**src/rtl/encrypt_seq.sv**
```systemverilog
// encrypt_seq -- sequential Polybius-square encryptor.
//
// A run builds a keyed 5x5 square from the secret (one candidate letter per
// clock: the secret characters first, then 'A'..'Z'), then emits one cipher
// byte per clock.
// Cipher byte k = code(text[k]) + code(secret[k mod S]). A code is
// (row+1)*10 + (col+1).
// 'J' shares the 'I' cell. A byte whose text or secret character is not a
// letter is written as 0 and raises o_r_error.
//
// Optional build macro: LOWERCASE_FOLD_EN -- when defined, 'a'..'z' fold to
// upper case before mapping. When undefined, lower-case bytes are invalid.
//
// Ports:
//   i_w_clk     clock, rising edge
//   i_w_rst     synchronous active-high reset
//   i_w_start   start request, honoured only in IDLE
//   i_w_text    plaintext, char 0 in MSB byte
//   i_w_secret  secret, char 0 in MSB byte
//   o_r_cipher  cipher bytes, byte k pairs with text char k (MSB first)
//   o_r_busy    high while building the square or encrypting
//   o_r_done    one-cycle pulse when o_r_cipher is complete
//   o_r_error   an invalid character was seen in the current run
module encrypt_seq #(
  parameter int p_text_length   = 6,
  parameter int p_secret_length = 6
) (
  input  logic                         i_w_clk,
  input  logic                         i_w_rst,
  input  logic                         i_w_start,
  input  logic [p_text_length*8-1:0]   i_w_text,
  input  logic [p_secret_length*8-1:0] i_w_secret,
  output logic [p_text_length*8-1:0]   o_r_cipher,
  output logic                         o_r_busy,
  output logic                         o_r_done,
  output logic                         o_r_error
);

  localparam int TW      = p_text_length * 8;
  localparam int SW      = p_secret_length * 8;
  localparam int BUILD_N = p_secret_length + 26;
  localparam int CNT_MAX = (BUILD_N > p_text_length) ? BUILD_N : p_text_length;
  localparam int CNT_W   = $clog2(CNT_MAX + 1);
  localparam int TIDX_W  = (p_text_length > 1) ? $clog2(p_text_length) : 1;
  localparam int SIDX_W  = (p_secret_length > 1) ? $clog2(p_secret_length) : 1;

  typedef enum logic [1:0] {S_IDLE, S_BUILD, S_ENC, S_DONE} state_t;

  state_t            state_q, state_d;
  logic [TW-1:0]     text_q, text_d;
  logic [SW-1:0]     secret_q, secret_d;
  logic [TW-1:0]     cipher_q, cipher_d;
  logic              error_q, error_d;
  logic [25:0]       mask_q, mask_d;
  logic [5:0]        code_q [26];
  logic [5:0]        code_d [26];
  logic [CNT_W-1:0]  cnt_q, cnt_d;
  logic [4:0]        pos_q, pos_d;
  logic [2:0]        row_q, row_d;
  logic [2:0]        col_q, col_d;
  logic [SIDX_W-1:0] sidx_q, sidx_d;

  logic [7:0] txt_ch [p_text_length];
  logic [7:0] sec_ch [p_secret_length];
  logic [7:0] cand;
  logic [5:0] cand_m, txt_m, sec_m;
  logic [7:0] enc_byte;

  // Returns {valid, letter index}; 'J' shares index 8 with 'I'.
  function automatic logic [5:0] map_char(input logic [7:0] c);
    logic [7:0] u;
    logic [7:0] off;
    logic [4:0] idx;
    u = c;
`ifdef LOWERCASE_FOLD_EN
    if (c >= 8'h61 && c <= 8'h7A) u = c - 8'h20;
`endif
    map_char = 6'd0;
    off      = u - 8'h41;
    idx      = off[4:0];
    if (u >= 8'h41 && u <= 8'h5A) begin
      if (idx == 5'd9) idx = 5'd8;
      map_char = {1'b1, idx};
    end
  endfunction

  function automatic logic [5:0] square_code(input logic [2:0] row,
                                             input logic [2:0] col);
    logic [5:0] r;
    r = {3'b000, row} + 6'd1;
    square_code = r * 6'd10 + {3'b000, col} + 6'd1;
  endfunction

  // Codes are at most 55, so the sum never exceeds 110.
  function automatic logic [7:0] code_sum(input logic [5:0] a, input logic [5:0] b);
    code_sum = {2'b00, a} + {2'b00, b};
  endfunction

  always_comb begin
    for (int i = 0; i < p_text_length; i++)
      txt_ch[i] = text_q[(p_text_length-1-i)*8 +: 8];
    for (int i = 0; i < p_secret_length; i++)
      sec_ch[i] = secret_q[(p_secret_length-1-i)*8 +: 8];
  end

  always_comb begin
    state_d  = state_q;
    text_d   = text_q;
    secret_d = secret_q;
    cipher_d = cipher_q;
    error_d  = error_q;
    mask_d   = mask_q;
    code_d   = code_q;
    cnt_d    = cnt_q;
    pos_d    = pos_q;
    row_d    = row_q;
    col_d    = col_q;
    sidx_d   = sidx_q;
    cand     = 8'h00;
    cand_m   = 6'd0;
    txt_m    = 6'd0;
    sec_m    = 6'd0;
    enc_byte = 8'h00;

    case (state_q)
      S_IDLE: begin
        if (i_w_start) begin
          text_d   = i_w_text;
          secret_d = i_w_secret;
          cipher_d = '0;
          error_d  = 1'b0;
          mask_d   = '0;
          for (int i = 0; i < 26; i++) code_d[i] = 6'd0;
          cnt_d    = '0;
          pos_d    = 5'd0;
          row_d    = 3'd0;
          col_d    = 3'd0;
          sidx_d   = '0;
          state_d  = S_BUILD;
        end
      end

      S_BUILD: begin
        if (cnt_q < CNT_W'(p_secret_length))
          cand = sec_ch[sidx_q];
        else
          cand = 8'h41 + 8'(cnt_q - CNT_W'(p_secret_length));
        cand_m = map_char(cand);
        // Only secret candidates can be invalid; the alphabet pass never is.
        if (!cand_m[5]) begin
          error_d = 1'b1;
        end else if (!mask_q[cand_m[4:0]] && pos_q != 5'd25) begin
          code_d[cand_m[4:0]] = square_code(row_q, col_q);
          mask_d[cand_m[4:0]] = 1'b1;
          pos_d = pos_q + 5'd1;
          if (col_q == 3'd4) begin
            col_d = 3'd0;
            row_d = row_q + 3'd1;
          end else begin
            col_d = col_q + 3'd1;
          end
        end
        if (cnt_q < CNT_W'(p_secret_length))
          sidx_d = (sidx_q == SIDX_W'(p_secret_length-1)) ? '0 : sidx_q + 1'b1;
        // Cycle count is fixed even once the square is full.
        if (cnt_q == CNT_W'(BUILD_N-1)) begin
          cnt_d   = '0;
          sidx_d  = '0;
          state_d = S_ENC;
        end else begin
          cnt_d = cnt_q + 1'b1;
        end
      end

      S_ENC: begin
        txt_m = map_char(txt_ch[cnt_q[TIDX_W-1:0]]);
        sec_m = map_char(sec_ch[sidx_q]);
        if (txt_m[5] && sec_m[5])
          enc_byte = code_sum(code_q[txt_m[4:0]], code_q[sec_m[4:0]]);
        else
          error_d = 1'b1;
        for (int i = 0; i < p_text_length; i++)
          if (TIDX_W'(i) == cnt_q[TIDX_W-1:0])
            cipher_d[(p_text_length-1-i)*8 +: 8] = enc_byte;
        sidx_d = (sidx_q == SIDX_W'(p_secret_length-1)) ? '0 : sidx_q + 1'b1;
        if (cnt_q == CNT_W'(p_text_length-1)) begin
          cnt_d   = '0;
          state_d = S_DONE;
        end else begin
          cnt_d = cnt_q + 1'b1;
        end
      end

      S_DONE: state_d = S_IDLE;

      default: state_d = S_IDLE;
    endcase
  end

  always_ff @(posedge i_w_clk) begin
    if (i_w_rst) begin
      state_q  <= S_IDLE;
      text_q   <= '0;
      secret_q <= '0;
      cipher_q <= '0;
      error_q  <= 1'b0;
      mask_q   <= '0;
      for (int i = 0; i < 26; i++) code_q[i] <= 6'd0;
      cnt_q    <= '0;
      pos_q    <= 5'd0;
      row_q    <= 3'd0;
      col_q    <= 3'd0;
      sidx_q   <= '0;
    end else begin
      state_q  <= state_d;
      text_q   <= text_d;
      secret_q <= secret_d;
      cipher_q <= cipher_d;
      error_q  <= error_d;
      mask_q   <= mask_d;
      for (int i = 0; i < 26; i++) code_q[i] <= code_d[i];
      cnt_q    <= cnt_d;
      pos_q    <= pos_d;
      row_q    <= row_d;
      col_q    <= col_d;
      sidx_q   <= sidx_d;
    end
  end

  assign o_r_cipher = cipher_q;
  assign o_r_error  = error_q;
  assign o_r_busy   = (state_q == S_BUILD) || (state_q == S_ENC);
  assign o_r_done   = (state_q == S_DONE);

endmodule

```
**config.mk**
```make
export PLATFORM = sky130hd
export DESIGN_NAME = encrypt_seq
export DESIGN_NICKNAME = d
export VERILOG_FILES = /design/src/rtl/encrypt_seq.sv
export SDC_FILE = /design/constraint.sdc
export NUM_CORES = 1
export LEC_CHECK = 0
export ABC_AREA = 1
export BUFFER_PORTS_ARGS = -buffer_cell sky130_fd_sc_hd__buf_4
export CORE_ASPECT_RATIO = 1.5
export CORE_MARGIN = 2
export CORE_UTILIZATION = 66
export DETAILED_ROUTE_END_ITERATION = 7
export HOLD_SLACK_MARGIN = 0.15
export PLACE_DENSITY = 0.95
export SYNTH_ARGS = -nofsm -noshare
export SYNTH_HDL_FRONTEND = slang
export SYNTH_SLANG_ARGS = --single-unit
```
**constraint.sdc**
```tcl
create_clock -name i_w_clk -period 8.2 [get_ports i_w_clk]
set_input_delay 1.64 -clock i_w_clk [delete_from_list [all_inputs] [get_ports i_w_clk]]
set_output_delay 1.64 -clock i_w_clk [all_outputs]
set_load 0.03 [all_outputs]
```
==> results by group <==
Drt
  – Detailed Route WL: between 60000 and 70000 um
  – First-pass DRT Iterations: 8
  – Final antenna-violating net count: 0
  – Via Count: 22100
  – Drc violations: 4
  – Routed WL per cell: 20.0 um
  – Iter 0 DRT Violations: between 2000 and 3000
  – Drt via density: between 6 and 7

Synth
  – Area contributors post-synth: dfxtp_1 35%, nand2_1 12%, a21oi_1 8.5%, o21ai_0 7.0%, nor2_1 6.4%
  – #FFs+latches synth: between 300 and 400
  – Post-synthesis sequential area ratio: about 35%
  – Top cell type's share of synthesized area: between 30% and 40%
  – Synth async-reset ratio: 0%
  – Mapped cell area: roughly 20000 um2
  – Main synth FF type: dfxtp_1
  – Syn avg cell area: ~6.6 um2
  – Post-synth top cells: 654 x nand2_1, 343 x dfxtp_1, 339 x nor2_1
  – Synth area leader: dfxtp_1
  – Mapped Cells: ~3000
  – Synth warn: 0
  – Top-count cell post-synth: nand2_1
  – EDFF count, synth: 0
  – Unique masters post-synth: 59

STA
  – TNS Setup: 0 ps
  – Clock skew: 18.5 ps
  – Worst setup margin: 1470 ps
  – RSZ-0062 raised after global routing: no
  – Min Tclk post-route: between 6000 and 7000 ps
  – Slew HR: roughly 16%
  – Count of final hold-check violations: 0
  – # setup viols final: 0
  – Pins over their slew limit: 0
  – Fin crit share: between 80% and 90%
  – Fmax: 0.149 GHz
  – Slew @ Worst Pin: roughly 1300 ps

Finish
  – Antenna cells: 0
  – Area grow syn2layout: 10.5%
  – Multi-input gate area: 11300 um2
  – Layout cells sized above 1: 10.1%
  – Fin nets: roughly 3200
  – Fillers: 2318
  – Register area: 6870 um2

Worst setup path
  – Crit-path max FO: 44
  – Required time of the critical path: between 8000 and 9000 ps
  – Setup crit end kind: register
  – Critical Path Source: sidx_q[0]
  – Worst path max stage delay: 800 ps
  – Critical path buffers and inverters: 6
  – Startpoint types: register
  – Critical setup path kind: reg -> reg
  – Worst r2r src: sidx_q[0]
  – Reg2reg setup slack: around 1500 ps
  – Most Frequent Cell on Critical Path: nand2_1
  – CP arrival: between 7000 and 8000 ps
  – Slowest CP cell: dfxtp_1
  – Worst-path cell chain: inv_2, nand2_1, nand2_1, nand2_1, nand2_1, a21boi_2, ha_1, xor2_1, inv_1, nand4_1, nand2_1, buf_4, nor2_4, buf_4, a21oi_1, o41ai_1, nand2_1, inv_1, ha_1, inv_1, nor2_1, o21a_1, o21ai_0, a21oi_1
  – Crit path max-delay family: compound AO/OA/AOI/OAI gates

Floorplanning
  – Die Ht: ~220 um
  – Ports: 150
  – Die ar.: 31500 um2
  – Row count: 77
  – Core Area: 29600 um2
  – Die width: 146 um
  – Initial Util: roughly 67%

Global routing
  – Initial antenna violation count: 0
  – Number of global-route vias before repair: 21100
  – Total track usage: a little over two fifths
  – Largest net degree at the start of global routing: ~190
  – Grt ovf: 0
  – First-pass GRT wire length: about 110000 um

Clock tree
  – Worst-Skew Late Latency: 560 ps
  – Root buf cell: clkbuf_16
  – Clock-pin slew of the registers on the worst-case setup and hold paths: about 70 ps
  – Clk buf depth: 3
  – Clk sinks: around 340
  – Post-CTS Resized: 0
  – CTS Buf Count: 34
  – CTS Hold Bufs: 0
  – Post CTS Setup Buffer Count: 0
  – # H-tree levels: 2
  – CTS tree: done

Power and ir drop
  – Leak: between 8 and 9 nW
  – Pwr dens: 411 nW/um2
  – Max VDD drop: a little over 0.4 mV

Run
  – Count of maximum capacitance violations: 0

Place
  – Placement Setup Slack: 1840 ps
  – Port bufs: about 140
  – Hpwl dp: roughly 46000 um
  – Routability cong.: ~1.1

Hold path
  – Hold WC Path Type: reg -> reg
  – Worst hold path startpoint: mask_q[7]

Outcome
  – Outcome: complete, but fails checks
  – Violated checks: design-rule violations
-- area by class of cell --
cell class / count / area share [%]
multi-input combinational: 2277 / 51.7
sequential: 343 / 31.4
timing repair buffer: 168 / 5.82
clock buffer: 45 / 4.39
inverter: 196 / 3.38
tap: 395 / 2.26
clock inverter: 17 / 1.12
-- state kept, by name, indices dropped and copies added (netlist names) --
name and count:
code_q 156, mask_q 26, sec_ch 48, o_r_error 1, o_r_cipher 42, cnt_q 6
col_q 3, pos_q 5, row_q 3, sidx_q 3, text_q 48, state_q 2
-- per-stage QoR --
stage	utilization [%]	power [W]	cells	instance area [um2]	hold slack, ps
floorplan	-	0.00576	3032	19800	429
global route	74.0	0.00946	3441	21900	482
finish	74.0	0.00900	3441	21900	463
detailed placement	70.0	0.00708	3379	20700	448
global placement	70.0	0.00695	3379	20700	446
CTS	74.0	0.00880	3441	21900	463
-- power by group --
part,switching (W),internal (W)
combinational,0.00389,0.00132
sequential,0.000184,0.00190
clock,0.000723,0.000971
-- cells by family (layout without fill, tap and decap cells) --
logic type	Yosys count	in the layout	share of synthesized area, %
simple gates	1514	1514	34.4
compound gates	697	697	18.6
buf+inv	412	426	8.91
flops	343	343	34.6
fa+ha+maj	40	40	2.60
xor+xnor	20	20	0.883
other cells	1	6	0.0189
-- path summary, 6_finish.rpt --
path / endpoint / cells after the start
worst max-delay path: o_r_cipher[30] / 24
worst min-delay path: mask_q[7] / 2
worst max register to register: o_r_cipher[30] / 24
worst min register to register: mask_q[7] / 2
-- routing by layer --
metal	global-route usage (%)	share of wire, %	routed length (um)
met3	7.39	8.2	5680
met4	37.7	10	7050
met1	45.1	35	23800
met5	0	0	0
met2	71.3	47	32300
-- cell usage in the layout (no fill, tap or decap), types with 9 or more instances in the layout --
master     netlist  layout
a21oi_1        337     337
buf_4           13     167
clkbuf_16        0      34
dfxtp_1        343     342
ha_1            38      38
inv_1          184     183
inv_2           10      10
nand2_1        654     653
nand3_1        115     114
nand3_2         28      29
nand4_1        178     178
nor2_1         339     338
nor3_1         168     168
o211ai_1        20      20
o21ai_0        278     278
o21ai_1         13      13
o22ai_1          9       9
xor2_1          14      12
-- worst register-to-register path: cells and delay by family (launching register included) --
kind | cells | cell delay (ps)
AOI/OAI and AO/OA | 6 | 2150
xor gates and xnor gates | 1 | 190
adders and majority gates | 2 | 540
buffers and inverters | 6 | 1290
DFF | 1 | 800
and+or+nand+nor | 9 | 1610
Power figures use the tool's default switching activity.
